`config.mk`:
```
export PLATFORM = sky130hd
export DESIGN_NAME = if_stage
export DESIGN_NICKNAME = d
export VERILOG_FILES = /design/src/rtl/riscv_pkg.sv /design/src/rtl/if_fifo.sv /design/src/rtl/if_stage.sv
export SDC_FILE = /design/constraint.sdc
export NUM_CORES = 1
export LEC_CHECK = 0
export CAP_MARGIN = 25
export CORE_MARGIN = 2
export CORE_UTILIZATION = 49
export CTS_CLUSTER_DIAMETER = 60
export DETAILED_ROUTE_END_ITERATION = 6
export PLACE_DENSITY = 0.75
export SETUP_SLACK_MARGIN = 0.05
export SLEW_MARGIN = 20
export SYNTH_ARGS = -nofsm -noshare
export SYNTH_HDL_FRONTEND = slang
export SYNTH_SLANG_ARGS = --single-unit
```
`constraint.sdc`:
```
create_clock -name clk -period 8.78 [get_ports clk]
set_input_delay 0.878 -clock clk [delete_from_list [all_inputs] [get_ports clk]]
set_output_delay 0.878 -clock clk [all_outputs]
set_load 0.02 [all_outputs]
```
`src/rtl/riscv_pkg.sv`:
```
// rtl/riscv_pkg.sv - shared RISC-V constants and fetch types
package riscv_pkg;

  localparam int unsigned      XLEN             = 32;
  localparam logic [XLEN-1:0]  RESET_PC_DEFAULT = 32'h0000_0000;
  localparam logic [XLEN-1:0]  NOP              = 32'h0000_0013;

  // One fetched instruction together with the address it was fetched from.
  typedef struct packed {
    logic [XLEN-1:0] pc;
    logic [XLEN-1:0] instr;
  } fetch_entry_t;

  // Instruction addresses are word aligned; low two bits are forced to zero.
  function automatic logic [XLEN-1:0] align_pc(input logic [XLEN-1:0] pc);
    return pc & ~32'h3;
  endfunction

endpackage

```
`src/rtl/if_fifo.sv`:
```
// rtl/if_fifo.sv - synchronous {pc, instr} queue for the fetch stage
//
// Purpose: DEPTH-entry FIFO holding fetched instructions until decode takes
// them. Push and pop may happen in the same cycle, even when full. Flush
// empties the queue and wins over push/pop.
//
// Ports:
//   clk, rst      clock, asynchronous active-low reset
//   flush_i       drop all entries
//   push_i        write push_data_i at the tail
//   push_data_i   entry to write
//   pop_i         remove the head entry
//   head_o        current head entry (undefined while count_o == 0)
//   count_o       number of valid entries, 0..DEPTH
module if_fifo
  import riscv_pkg::*;
#(
  parameter  int unsigned DEPTH = 2,
  localparam int unsigned AW    = $clog2(DEPTH),
  localparam int unsigned CW    = AW + 1
) (
  input  logic         clk,
  input  logic         rst,
  input  logic         flush_i,
  input  logic         push_i,
  input  fetch_entry_t push_data_i,
  input  logic         pop_i,
  output fetch_entry_t head_o,
  output logic [CW-1:0] count_o
);

  localparam logic [CW-1:0] FULL = DEPTH[CW-1:0];

  fetch_entry_t  mem_q [DEPTH];
  logic [AW-1:0] wr_ptr_q, wr_ptr_d;
  logic [AW-1:0] rd_ptr_q, rd_ptr_d;
  logic [CW-1:0] count_q, count_d;
  logic          do_push;
  logic          do_pop;

  assign do_pop  = pop_i && (count_q != '0);
  // A full queue still accepts a push when the head leaves in the same cycle.
  assign do_push = push_i && ((count_q != FULL) || do_pop);

  always_comb begin
    wr_ptr_d = wr_ptr_q;
    rd_ptr_d = rd_ptr_q;
    count_d  = count_q;
    if (flush_i) begin
      wr_ptr_d = '0;
      rd_ptr_d = '0;
      count_d  = '0;
    end else begin
      if (do_push) wr_ptr_d = wr_ptr_q + AW'(1);
      if (do_pop)  rd_ptr_d = rd_ptr_q + AW'(1);
      count_d = count_q + CW'(do_push) - CW'(do_pop);
    end
  end

  always_ff @(posedge clk or negedge rst) begin
    if (!rst) begin
      wr_ptr_q <= '0;
      rd_ptr_q <= '0;
      count_q  <= '0;
    end else begin
      wr_ptr_q <= wr_ptr_d;
      rd_ptr_q <= rd_ptr_d;
      count_q  <= count_d;
    end
  end

  always_ff @(posedge clk) begin
    if (do_push && !flush_i) mem_q[wr_ptr_q] <= push_data_i;
  end

  assign head_o  = mem_q[rd_ptr_q];
  assign count_o = count_q;

endmodule

```
`src/rtl/if_stage.sv`:
```
// rtl/if_stage.sv - instruction fetch stage with credit-based queue
//
// Purpose: issues sequential instruction fetches, queues returned words with
// their addresses, presents them to decode, and handles redirects by
// flushing the queue and discarding responses still in flight.
//
// Ports:
//   clk, rst                          clock, asynchronous active-low reset
//   imem_req_valid/ready/addr         fetch request handshake and address
//   imem_rsp_valid/data               in-order instruction responses
//   redirect_valid/pc                 branch/jump redirect from execute
//   out_valid/ready/pc/instr          instruction stream to decode
//   pc_current                        next fetch address
module if_stage
  import riscv_pkg::*;
#(
  parameter logic [XLEN-1:0] RESET_PC = RESET_PC_DEFAULT,
  parameter int unsigned     DEPTH    = 2
) (
  input  logic            clk,
  input  logic            rst,
  output logic            imem_req_valid,
  input  logic            imem_req_ready,
  output logic [XLEN-1:0] imem_req_addr,
  input  logic            imem_rsp_valid,
  input  logic [XLEN-1:0] imem_rsp_data,
  input  logic            redirect_valid,
  input  logic [XLEN-1:0] redirect_pc,
  output logic            out_valid,
  input  logic            out_ready,
  output logic [XLEN-1:0] out_pc,
  output logic [XLEN-1:0] out_instr,
  output logic [XLEN-1:0] pc_current
);

  localparam int unsigned   CW      = $clog2(DEPTH) + 1;
  localparam logic [CW:0]   CREDITS = DEPTH[CW:0];

  logic [XLEN-1:0] fetch_pc_q, fetch_pc_d;
  // Address of the next response that will be kept. Responses return in
  // order and every stale one is discarded, so this simply follows the
  // fetch stream from the last redirect target.
  logic [XLEN-1:0] rsp_pc_q, rsp_pc_d;
  logic [CW-1:0]   inflight_q, inflight_d;
  logic [CW-1:0]   discard_q, discard_d;
  logic [CW-1:0]   fifo_count;
  logic [CW:0]     credit_used;
  logic            req_hs;
  logic            rsp_take;
  logic            push;
  logic            pop;
  fetch_entry_t    head;

  // Every outstanding request, stale or not, holds a queue slot, so a
  // returning response can never find the queue full.
  assign credit_used    = {1'b0, inflight_q} + {1'b0, fifo_count};
  assign imem_req_valid = rst && !redirect_valid && (credit_used < CREDITS);
  assign imem_req_addr  = fetch_pc_q;
  assign pc_current     = fetch_pc_q;

  assign req_hs   = imem_req_valid && imem_req_ready;
  assign rsp_take = imem_rsp_valid && (inflight_q != '0);
  assign push     = rsp_take && (discard_q == '0) && !redirect_valid;
  assign out_valid = (fifo_count != '0);
  assign pop      = out_valid && out_ready && !redirect_valid;
  assign out_pc    = out_valid ? head.pc    : '0;
  assign out_instr = out_valid ? head.instr : '0;

  always_comb begin
    fetch_pc_d = fetch_pc_q;
    rsp_pc_d   = rsp_pc_q;
    inflight_d = inflight_q + CW'(req_hs) - CW'(rsp_take);
    discard_d  = discard_q;
    if (redirect_valid) begin
      fetch_pc_d = align_pc(redirect_pc);
      rsp_pc_d   = align_pc(redirect_pc);
      // Everything still outstanding after this edge is stale, including
      // requests already marked by an earlier redirect.
      discard_d  = inflight_q - CW'(rsp_take);
    end else begin
      if (req_hs) fetch_pc_d = fetch_pc_q + 32'd4;
      if (push)   rsp_pc_d   = rsp_pc_q + 32'd4;
      if (rsp_take && (discard_q != '0)) discard_d = discard_q - CW'(1);
    end
  end

  always_ff @(posedge clk or negedge rst) begin
    if (!rst) begin
      fetch_pc_q <= RESET_PC;
      rsp_pc_q   <= RESET_PC;
      inflight_q <= '0;
      discard_q  <= '0;
    end else begin
      fetch_pc_q <= fetch_pc_d;
      rsp_pc_q   <= rsp_pc_d;
      inflight_q <= inflight_d;
      discard_q  <= discard_d;
    end
  end

  if_fifo #(.DEPTH(DEPTH)) u_fifo (
    .clk         (clk),
    .rst         (rst),
    .flush_i     (redirect_valid),
    .push_i      (push),
    .push_data_i ('{pc: rsp_pc_q, instr: imem_rsp_data}),
    .pop_i       (pop),
    .head_o      (head),
    .count_o     (fifo_count)
  );

  // A response with nothing outstanding is a memory-side protocol error.
  rsp_without_request : assert property (
    @(posedge clk) disable iff (!rst) !(imem_rsp_valid && (inflight_q == '0))
  );

endmodule

```
# After elaboration in Yosys (flattened, before gate mapping)

Memory sizes are Yosys's and may differ from the RTL's.
Cells that the tools add are included.

Eq/ne operators: 1
Order comparisons: 1
Add/sub/neg operators: 11
Multiplexer cells: 15
Reductions and logical operators: 23

Operators by type and width:

| operator                | count |
|---|---|
| $mux W32                | 6 |
| $add A32 B3 Y32 const B | 2 |
| $reduce_bool A2 Y1      | 8 |
| $logic_and A1 B1 Y1     | 12 |
| $mux W1                 | 6 |
| $mux W2                 | 3 |
| $sub A2 B1 Y2           | 3 |
| $add A2 B1 Y2           | 2 |
| $add A2 B2 Y3           | 1 |
| $lt A3 B2 Y1 const B    | 1 |
| $add A1 B1 Y1 const B   | 2 |
| $logic_not A2 Y1        | 1 |
| $ne A2 B2 Y1 const B    | 1 |
| $sub A2 B1 Y2 const B   | 1 |
| $logic_not A1 Y1        | 1 |
| $logic_or A1 B1 Y1      | 1 |

Word-level logic and storage cells: 59
Bits in writable memories: 128
Input port bits: 70
Register bits: 72
Memories kept: 1
Output and inout bits: 130

Memory list:

| memory       | depth | bits a word | read ports | clocked after Yosys merged registers in | wr ports | RTL line      | source |
|---|---|---|---|---|---|---|---|
| u_fifo.mem_q | 2     | 64          | 1          | 0                                       | 1        | if_fifo.sv:34 | `fetch_entry_t mem_q [DEPTH];` |

# Longest topological paths before layout

Gate-level depths: netlist (run 1).

Depth in word-level cells: 9
Mapped depth: 12
Depth with buffers taken out: 11

# Cells and area by module

Synthesis (run 1) repeated with hierarchy kept, for this count alone.

Cell total of the unflattened synthesis: 740
Area total of the unflattened synthesis: 9426.5 um^2

By module, submodules not included:

| module   | cells each | instances | area an instance (um^2) | seq. area each (um^2) |
|---|---|---|---|---|
| if_fifo  | 220        | 1         | 4870.9                  | 3943.8 |
| if_stage | 520        | 1         | 4555.6                  | 1601.5 |

# Worst setup path after synthesis (run 1)

OpenSTA, ideal clock, no wires.

Path kind: input port to flip-flop
Start: in redirect_valid
End: mem u_fifo.mem_q[0][0] in the netlist's numbering (enable)
Data arrival time: 7.199 ns
Path slack: 0.944 ns
Stages on the path: 3
Library setup time: 0.636 ns
Path buffers: 2
Required time: 8.144 ns
Cell sequence: buf_6 -> clkbuf_1 -> nor4_1

Word-level cells in the longest chain between the ends: 8

RTL lines:

| item                            | RTL line                                      | source |
|---|---|---|
| from (decl)                     | if_stage.sv:27                                | `input logic redirect_valid,` |
| $logic_not A1 Y1 *              | if_fifo.sv:73, if_stage.sv:63, if_stage.sv:65 |  |
| $logic_and A1 B1 Y1             | if_stage.sv:65                                | `assign pop = out_valid && out_ready && !redirect_valid;` |
| $logic_and A1 B1 Y1             | if_fifo.sv:41                                 | `assign do_pop = pop_i && (count_q != '0);` |
| $logic_or A1 B1 Y1              | if_fifo.sv:43                                 | `assign do_push = push_i && ((count_q != FULL) \|\| do_pop);` |
| $logic_and A1 B1 Y1             | if_fifo.sv:43                                 |  |
| $logic_and A1 B1 Y1 *           | if_fifo.sv:73                                 | `if (do_push && !flush_i) mem_q[wr_ptr_q] <= push_data_i;` |
| $mux W1 *                       | if_fifo.sv:73                                 |  |
| $mux W1 (not written as such) * | if_fifo.sv:73                                 |  |
| to (decl)                       | if_fifo.sv:34                                 |  |

Every way passes the cells marked *; elsewhere a longest branch is shown, timed or not.

# Worst setup path in the final report (run 1)

Start: in rst
End: out imem_req_valid

Word-level cells in the longest chain between the ends: 2

RTL lines:

| item                              | RTL line       | source |
|---|---|---|
| from (decl)                       | if_stage.sv:21 | `input logic rst,` |
| $logic_and A1 B1 Y1 (2 in series) | if_stage.sv:57 | `assign imem_req_valid = rst && !redirect_valid && (credit_used < CREDITS);` |
| to (decl)                         | if_stage.sv:22 | `output logic imem_req_valid,` |

Every way passes these cells.

==> results.md, run 1 <==
- Async S/R FF share, synth: 35.4%
- Cell Area, Synth: 0.00889 mm2
- Final TNS setup: 0 ps
- Final setup viols: 0
- Clock root buffer: clkbuf_16
- Met2 GRT Util: 31.7%
- Crit path to: imem_req_valid
- Largest net degree at the start of global routing: 70
- Final hold vios: 0
- Mux cell area share after synthesis: 8.08%
- Gate power share: 29.0%
- Worst R2R Start: inflight_q[0]
- Vias in the first global route: 5929
- Simple-Gate Fraction of Synth Area: 13.5%
- GRT Residual Overflow: 0
- Worst Clk Skew: 13.5 ps
- Post-synthesis xor/xnor area fraction: 4.14%
- Post-synth top area cell: edfxtp_1
- Core ar.: 0.0179 mm2
- Synth Area in Adders: 1.35%
- Antenna Diode Count: 0
- Status: completed
- Vias per inst: 5.45
- H-tree levels: 4
- Clock share of power: 27.4%
- Longest Clk Path Bufs: 2
- Wire length per cell: 17.2 um
- Met1 usage: 28.8%
- I/O pin count: 200
- CTS tree: built
- Number of max-cap violations: 0
- Final GP Congestion: 0.838
- Final Slew Violations: 0
- Req. time, crit path: 7900 ps
- Slew @ Worst Pin: 909 ps
- Worst VDD drop: 139 uV
- Rows: 49
- Post-synthesis compound-gate area fraction: 6.38%
- Final Cycle Share: 41.8%
- Share of cells above drive strength 1: 6.48%
- CTS Buf Count: 17
- DR DRC count: 0
- Avg Cell Area, Syn: 12.2 um2
- P&R area growth vs syn: 27.2%
- Worst-path clk slew: 60 ps
- RSZ-0062 raised after global routing: false
- Critical path startpoint: rst
- HP Class: reg -> reg
- Synthesis-stage register bit count: 192
- Post-synth top area share: 41.9%
- P_leak: 3.94 nW
- Die H: 139 um
- Sw Ratio: 31.2%
- Drt first pass iters: 5
- Highest Clock Rate: 272 MHz
- Starting density of the core: 49.7%
- Crit start category: input port
- Crit Path Category: in -> out
- Crit-path max FO: 69
- Die Area: 0.0192 mm2
- Top_reg_cell synth: edfxtp_1
- Internal Power: 1.83 mW
- Dpl hpwl: 12.8 mm
- Top cells by area, synth: edfxtp_1 42%, dfrtp_1 19%, mux2i_1 7.3%
- Grt peak-use layer: met2
- Tmin final: 3670 ps
- Tot Pwr: 2.67 mW
- R2R setup slack: 5450 ps
- Number of synthesized flops with an enable pin: 124
- Clock Latency Late Sink: 420 ps
- CTS sink count: 192
- Resized cells post-CTS: 0
- Hold Worst Slack: 509 ps
- Final #Nets: 961
- Initial DRC Count: 354
- Port bufs: 191
- Setup bufs post-CTS: 0
- Vias: 6130
- Register area share after synthesis: 61.0%
- Worst R2R End: inflight_q[1]
- First-pass GRT wire length: 30.7 mm
- Power Density: 236 mW/mm2
- Normalized max-slew margin: 39.4%
- Largest family of logic cells by synthesized area: simple AND/OR/NAND/NOR gates
- R2R cell count: 11
- Met3 Use GR: 4.63%
- Synth cell types: 56
- Sw Pwr: 0.833 mW
- Reg power frac: 43.7%
- CTS Hold Bufs: 0
- Detailed Route WL: 19.4 mm
- Antenna Violating Nets Remaining: 0
- CP Capture Type: output port
- Worst Path Arrival: 2800 ps
- Die X: 139 um
- Syn. warnings: 0
- Syn Inst Count: 729
- Initial antenna violation count: 0
- Global-route usage over all layers: 20.2%
registers in the layout (all words and copies together) (netlist names):
register / count
u_fifo.mem_q: 124
imem_req_addr: 30
rsp_pc_q: 30
discard_q: 2
inflight_q: 2
u_fifo.count_o: 2
u_fifo.rd_ptr_q: 1
u_fifo.wr_ptr_q: 1
through the flow:
stage | utilization, % | setup slack [ps] | std cells | instance area (um2)
2_1_floorplan | - | 944 | 734 | 8910
5_1_grt | 63.2 | 4920 | 1124 | 11300
4_1_cts | 63.2 | 5060 | 1124 | 11300
6_report | 63.2 | 5110 | 1124 | 11300
3_3_place_gp | 59.9 | 4880 | 1090 | 10700
3_5_place_dp | 60.1 | 4800 | 1092 | 10800
final cells by class:
class | instances | area (um2)
well taps | 229 | 287
clock inverters | 12 | 118
inverters | 16 | 60.1
multi-input cells | 457 | 3010
flip-flops and latches | 192 | 5430
clock buffers | 20 | 437
fillers | 1449 | 6590
repair buffers | 198 | 1970
cells in the final DEF, fill, tap and decap left out, types with 11 or more instances in the layout:
cell type,synthesis,layout
o21ai_0,35,35
xor2_1,23,23
xnor2_1,19,19
nand2_1,56,56
dfrtp_1,68,67
nor3_1,11,11
a21oi_1,12,12
mux2i_1,65,65
nand4_1,19,19
nand3_1,29,29
inv_1,14,14
edfxtp_1,124,124
nor2_1,86,84
clkdlybuf4s50_1,0,189
clkbuf_16,0,17
metal layers:
layer  share of wire (%)  up-vias
met4                 1.0        0
met5                   0        -
met2                  47      221
met3                 5.6       17
li1                    -     2904
met1                  46     2988
cell families after synthesis:
family          count (synthesis)
simple gates                  243
flops                         192
compound gates                 86
buf+inv                        85
mux                            71
xor+xnor                       42
fa+ha+maj                       9
other cells                     1
power groups by stage:
stage	combinational, mW	sequential, mW	clock [mW]
2_1_floorplan	0.473	1.17	0
3_3_place_gp	0.742	1.20	0
3_5_place_dp	0.778	1.18	0
4_1_cts	0.782	1.16	0.744
5_1_grt	0.834	1.18	0.781
6_report	0.773	1.17	0.730
synth_stat cells, types with 4 or more instances:
cell type and count:
a21boi_0 6, a21oi_1 12, and2_1 4, and3_1 6, and4_1 5, buf_2 7
buf_4 39, clkbuf_1 18, dfrtp_1 68, edfxtp_1 124, ha_1 8, inv_1 14
mux2_2 6, mux2i_1 65, nand2_1 56, nand2b_1 5, nand3_1 29, nand4_1 19
nor2_1 86, nor3_1 11, o211ai_1 8, o21ai_0 35, o311ai_0 8, xnor2_1 19
xor2_1 23
worst min path at each step:
stage | start | to | slack [ps] | depth (start not counted)
global route | rsp_pc_q[31] | u_fifo.mem_q[0][63] | 520 | 0
global placement | rsp_pc_q[31] | u_fifo.mem_q[0][63] | 480 | 0
CTS | rsp_pc_q[29] | u_fifo.mem_q[0][61] | 500 | 0
floorplan | rsp_pc_q[29] | u_fifo.mem_q[0][61] | 440 | 0
finish | rsp_pc_q[29] | u_fifo.mem_q[0][61] | 510 | 0
detailed placement | rsp_pc_q[29] | u_fifo.mem_q[1][61] | 490 | 0
critical path, cell delays in order:
cell	delay (ps)
buf_2	70
buf_4	670
nor4b_4	450
clkdlybuf4s50_1	680
Note: power is estimated with default switching activity, not from simulation.
==> run 2, diff against run 1 <==
==> constraint.sdc (replaced) <==
create_clock -name clk -period 3.6 [get_ports clk]
set_input_delay 0.36 -clock clk [delete_from_list [all_inputs] [get_ports clk]]
set_output_delay 0.36 -clock clk [all_outputs]
set_load 0.02 [all_outputs]
==> results.md, run 2 (same netlist as run 1, synthesis figures left out) <==
- Setup bufs post-CTS: 0 (unchanged)
- Global-route usage over all layers: 20.8% (+0.56 points)
- Worst VDD drop: 334 uV (+140%)
- Register with the most flip-flops: u_fifo.mem_q
- Core ar.: 0.0179 mm2 (unchanged)
- Clock share of power: 28.1% (+0.7 points)
- First-pass GRT wire length: 31.6 mm (+2.7%)
- RSZ-0062 raised after global routing: false
- Final Slew Violations: 0 (unchanged)
- Area taken by multi-input logic gates: 0.00302 mm2 (+0.21%)
- CTS tree: built
- P&R area growth vs syn: 28.2%
- Worst R2R Start: inflight_q[0]
- Final setup viols: 0 (unchanged)
- Internal Power: 4.55 mW (+150%)
- Crit start category: flop
- Tot Pwr: 6.60 mW (+150%)
- Gate power share: 28.6% (-0.4 points)
- Longest Clk Path Bufs: 2 (unchanged)
- Starting density of the core: 49.7% (unchanged)
- GRT Residual Overflow: 0 (unchanged)
- Port bufs: 191 (unchanged)
- I/O pin count: 200 (unchanged)
- Crit-path max FO: 5 (-93%)
- Final Cycle Share: 82.4%
- Worst-path clk slew: 70 ps (about the same)
- Vias per inst: 5.46 (about the same)
- Reg power frac: 43.3% (-0.4 points)
- Final #Nets: 964 (+0.31%)
- Antenna Violating Nets Remaining: 0 (unchanged)
- Tmin final: 2970 ps
- Number of max-cap violations: 0 (unchanged)
- Die X: 139 um (unchanged)
- Clock root buffer: clkbuf_16
- Antenna Diode Count: 0 (unchanged)
- Post-Place Cells: 1095 (+0.27%)
- CTS sink count: 192 (unchanged)
- Power Density: 579 mW/mm2 (+150%)
- Wire length per cell: 17.6 um (+2.4%)
- Register area: 0.00543 mm2 (unchanged)
- Die H: 139 um (unchanged)
- Die Area: 0.0192 mm2 (unchanged)
- P_leak: 3.97 nW (+0.81%)
- Final TNS setup: 0 ps (unchanged)
- Clock Latency Late Sink: 420 ps (about the same)
- Vias in the first global route: 5880 (-0.83%)
- Final GP Congestion: 0.866 (+3.2%)
- Detailed Route WL: 19.9 mm (+2.6%)
- Rows: 49 (unchanged)
- Slew @ Worst Pin: 881 ps (-28.7 ps)
- Normalized max-slew margin: 41.3% (+1.9 points)
- Largest net degree at the start of global routing: 69 (-1.4%)
- Drt first pass iters: 7 (+2)
- Max reg flops: 124 (unchanged)
- Status: completed
- Crit Path Category: reg -> out
- Critical path startpoint: inflight_q[0]
- Req. time, crit path: 3240 ps (-4660 ps)
- DR DRC count: 0 (unchanged)
- H-tree levels: 4 (unchanged)
- CP Capture Type: output port
- Initial antenna violation count: 0 (unchanged)
- Final hold vios: 0 (unchanged)
- Sw Pwr: 2.05 mW (+150%)
- Placed Area: 0.0108 mm2 (+0.57%)
- Initial DRC Count: 334 (-5.6%)
- Resized cells post-CTS: 0 (unchanged)
- Highest Clock Rate: 337 MHz
- Vias: 6146 (+0.26%)
- Worst Clk Skew: 7.70 ps (-5.79 ps)
- Commonest non-fill, non-tap cells in the layout: 189 x clkdlybuf4s50_1, 124 x edfxtp_1, 85 x nor2_1
- Share of cells above drive strength 1: 6.80% (+0.32 points)
- CTS Buf Count: 17 (unchanged)
- Sw Ratio: 31.1% (-0.18 points)
- Final Instance Area: 0.0114 mm2 (+0.74%)
- Dpl hpwl: 13.2 mm (+3.1%)
- HP Class: in -> async
- Most common cell after layout, fill and taps aside: clkdlybuf4s50_1
- # fillers: 1415 (-2.3%)
- Worst Path Arrival: 2610 ps (-190 ps)
- CTS Hold Bufs: 0 (unchanged)
- Final Non-Filler Cells: 1126 (+0.18%)
[run 2: cell types whose count changed in the layout (fill, tap and decap cells not counted), sizes merged]
cell,before,now
bufinv,2,3
clkinv,6,4
buf,9,12
[run 2: power groups by stage]
stage               registers, mW  logic [mW]  clock network (mW)
floorplan                    2.85        1.16                   0
global placement             2.89        1.88                   0
detailed placement           2.90        1.90                   0
CTS                          2.86        1.91                1.89
global route                 2.89        2.04                1.98
finish                       2.86        1.89                1.85
[run 2: layout make-up]
| class | count | share of cell area [%] |
|---|---|---|
| multi-input cells | 457 | 26.5 |
| well taps | 229 | 2.51 |
| clock inverters | 11 | 1.23 |
| repair buffers | 201 | 17.8 |
| inverters | 16 | 0.527 |
| clock buffers | 20 | 3.83 |
| flip-flops and latches | 192 | 47.6 |
[run 2: final timing paths]
path / end / slack, ps / cells past startpoint
max: imem_req_valid / 630 / 5
min: imem_req_addr[8] / 180 / 2
max reg2reg: inflight_q[1] / 740 / 11
min reg2reg: u_fifo.mem_q[1][61] / 500 / 0
max in group asynchronous: u_fifo.rd_ptr_q / 2760 / 2
min in group clk: u_fifo.count_o[1] / 380 / 2
[run 2: stage by stage]
stage / utilization, % / worst slack [ps] / hold WS, ps
after CTS: 63.7 / 617 / 208
after global placement: 60.4 / 809 / 467
final: 63.7 / 634 / 183
after floorplan: - / 303 / 64.4
after detailed placement: 60.4 / 766 / 484
after global routing: 63.7 / 483 / 262
[run 2: routing by layer]
layer	wire, um	GRT usage, %	share of wire [%]	up-vias
li1	-	-	-	2907
met1	9130	29.7	46	2975
met2	9100	32.4	46	243
met3	1310	4.63	6.6	21
met4	326	6.06	1.6	0
met5	0	0	0	-
[run 2: critical path, cell delays in order, from the launching register on]
cell and delay (ps):
dfrtp_1 470, inv_1 90, nor2_1 120, fa_1 470, nor4b_4 350, clkdlybuf4s50_1 690
==> run 3, diff against run 2 <==
--- a/config.mk
+++ b/config.mk
@@ -7,10 +7,10 @@
 export LEC_CHECK = 0
 export CAP_MARGIN = 25
 export CORE_MARGIN = 2
-export CORE_UTILIZATION = 49
+export CORE_UTILIZATION = 46
 export CTS_CLUSTER_DIAMETER = 60
 export DETAILED_ROUTE_END_ITERATION = 6
-export PLACE_DENSITY = 0.75
+export PLACE_DENSITY = 0.74
 export SETUP_SLACK_MARGIN = 0.05
 export SLEW_MARGIN = 20
 export SYNTH_ARGS = -nofsm -noshare
==> constraint.sdc (replaced) <==
create_clock -name clk -period 2.65 [get_ports clk]
set_input_delay 0.265 -clock clk [delete_from_list [all_inputs] [get_ports clk]]
set_output_delay 0.265 -clock clk [all_outputs]
set_load 0.02 [all_outputs]
==> results.md, run 3 (same netlist as run 1, synthesis figures left out) <==
- Longest Clk Path Bufs: 2 (unchanged)
- Share of cells above drive strength 1: 10.3% (+3.5 points)
- CTS Hold Bufs: 0 (unchanged)
- Largest net degree at the start of global routing: 69 (unchanged)
- GRT Residual Overflow: 0 (unchanged)
- Normalized max-slew margin: 41.2% (-0.14 points)
- Max reg flops: 124 (unchanged)
- Die Area: 0.0205 mm2 (+6.3%)
- Crit Path Category: reg -> reg
- Final setup viols: 0 (unchanged)
- Starting density of the core: 47.2% (-2.4 points)
- Detailed Route WL: 19.5 mm (-1.7%)
- DR DRC count: 0 (unchanged)
- Initial DRC Count: 276 (-17%)
- Power Density: 769 mW/mm2 (+33%)
- Final TNS setup: 0 ps (unchanged)
- Most frequent CP cell: buf_4
- Worst Path Arrival: 2750 ps (+140 ps)
- I/O pin count: 200 (unchanged)
- Slew @ Worst Pin: 883 ps (+2.08 ps)
- Placed Area: 0.0111 mm2 (+2.4%)
- Worst R2R Start: u_fifo.count_o[0]
- Final hold vios: 0 (unchanged)
- Tmin final: 2450 ps
- Crit start category: flop
- Most common cell after layout, fill and taps aside: clkdlybuf4s50_1
- Clock root buffer: clkbuf_16
- Antenna Violating Nets Remaining: 0 (unchanged)
- Wire length per cell: 16.6 um (-6.1%)
- Final #Nets: 985 (+2.2%)
- Slowest cell delay on critical path: 460 ps (-230 ps)
- P&R area growth vs syn: 30.8%
- Vias per inst: 5.26 (-3.7%)
- H-tree levels: 4 (unchanged)
- P_leak: 4.09 nW (+3.0%)
- Status: completed
- Commonest non-fill, non-tap cells in the layout: 188 x clkdlybuf4s50_1, 124 x edfxtp_1, 84 x nor2_1
- Clock Latency Late Sink: 420 ps (about the same)
- Critical path startpoint: u_fifo.count_o[0]
- Crit-path cells: inv_1, nor2_2, fa_1, nor4b_4, and2_4, buf_4, buf_4, o21ai_0, or3_1
- Vias in the first global route: 5915 (+0.60%)
- Rows: 50 (+2.0%)
- Number of max-cap violations: 0 (unchanged)
- Antenna Diode Count: 0 (unchanged)
- Top delay family on crit path: simple AND/OR/NAND/NOR gates
- Worst-path clk slew: 70 ps (about the same)
- First-pass GRT wire length: 30.5 mm (-3.4%)
- CP Capture Type: flop
- Register with the most flip-flops: u_fifo.mem_q
- Final Slew Violations: 0 (unchanged)
- Dpl hpwl: 13.8 mm (+4.3%)
- CTS tree: built
- Req. time, crit path: 2950 ps (-290 ps)
- Highest Clock Rate: 409 MHz
- CTS Buf Count: 17 (unchanged)
- CTS sink count: 192 (unchanged)
- Final GP Congestion: 0.873 (+0.91%)
- CP max-delay cell: fa_1
- Worst VDD drop: 393 uV (+18%)
- Vias: 6198 (+0.85%)
- Area taken by multi-input logic gates: 0.00305 mm2 (+1.1%)
- Critical path buffers and inverters: 3 (+1)
- Core ar.: 0.0188 mm2 (+5.2%)
- Final Cycle Share: 92.3%
- RSZ-0062 raised after global routing: false
- Crit-path max FO: 18 (+13)
- Drt first pass iters: 5 (-2)
- HP Class: in -> async
- Die H: 143 um (+3.1%)
- Final Instance Area: 0.0116 mm2 (+2.1%)
- Port bufs: 191 (unchanged)
- Die X: 143 um (+3.1%)
- Initial antenna violation count: 0 (unchanged)
- Global-route usage over all layers: 19.4% (-1.4 points)
- Register area: 0.00543 mm2 (about the same)
- Worst Clk Skew: 11.9 ps (+4.21 ps)
- # fillers: 1504 (+6.3%)
[run 3: timing repair]
item / in CTS / in global routing
gates resized for setup: 1 / 3
hold endpoints to repair: 0 / 0
buffers inserted: 0 / 1
endpoints found under the setup margin: 1 / 4
pin swaps: 0 / 2
[run 3: cell type report]
class | instances | area share (%)
Clock buffer | 20 | 4.02
Inverter | 16 | 0.538
Timing Repair Buffer | 222 | 19.1
Multi-Input combinational cell | 457 | 26.2
Sequential cell | 192 | 46.7
Tap cell | 260 | 2.80
Clock inverter | 12 | 0.667
[run 3: stage by stage]
stage,hold WS [ps],utilization (%),instances,setup slack (ps),power (mW)
6_report,80.6,61.8,1179,203,8.95
5_1_grt,136,61.8,1179,83.0,9.40
4_1_cts,107,61.7,1178,51.9,9.05
3_5_place_dp,466,58.8,1146,142,6.68
3_3_place_gp,461,58.8,1146,174,6.64
2_1_floorplan,-30.6,-,734,-585,5.48
[run 3: power by group]
| part | switching, mW | leakage, nW | total, mW | internal [mW] |
|---|---|---|---|---|
| registers | 0.275 | 1.94 | 3.80 | 3.53 |
| clock network | 1.07 | 0.272 | 2.35 | 1.28 |
| logic | 1.49 | 1.88 | 2.79 | 1.30 |
| total | 2.84 | 4.09 | 8.95 | 6.11 |
[run 3: metal layers]
metal  vias to the layer above  global-route usage [%]  wire length (um)
met2                       268                    30.2              8890
met1                      2948                    27.0              8750
met3                        29                    3.66              1460
met5                         -                       0                 0
met4                         0                    7.50               437
li1                       2953                       -                 -
[run 3: path summary, 6_finish.rpt]
path	to	slack [ps]	cells past startpoint
max	imem_req_addr[28]	200	9
min	imem_req_addr[3]	80	2
max reg2reg	imem_req_addr[28]	200	9
min reg2reg	u_fifo.mem_q[0][61]	480	0
max in group asynchronous	u_fifo.rd_ptr_q	1920	2
min in group clk	u_fifo.rd_ptr_q	210	2
[run 3: worst reg2reg max path: stages (launching register included)]
cell and delay, ps:
dfrtp_1 380, inv_1 90, nor2_2 50, fa_1 460
nor4b_4 310, and2_4 200, buf_4 120, buf_4 220
o21ai_0 120, or3_1 370
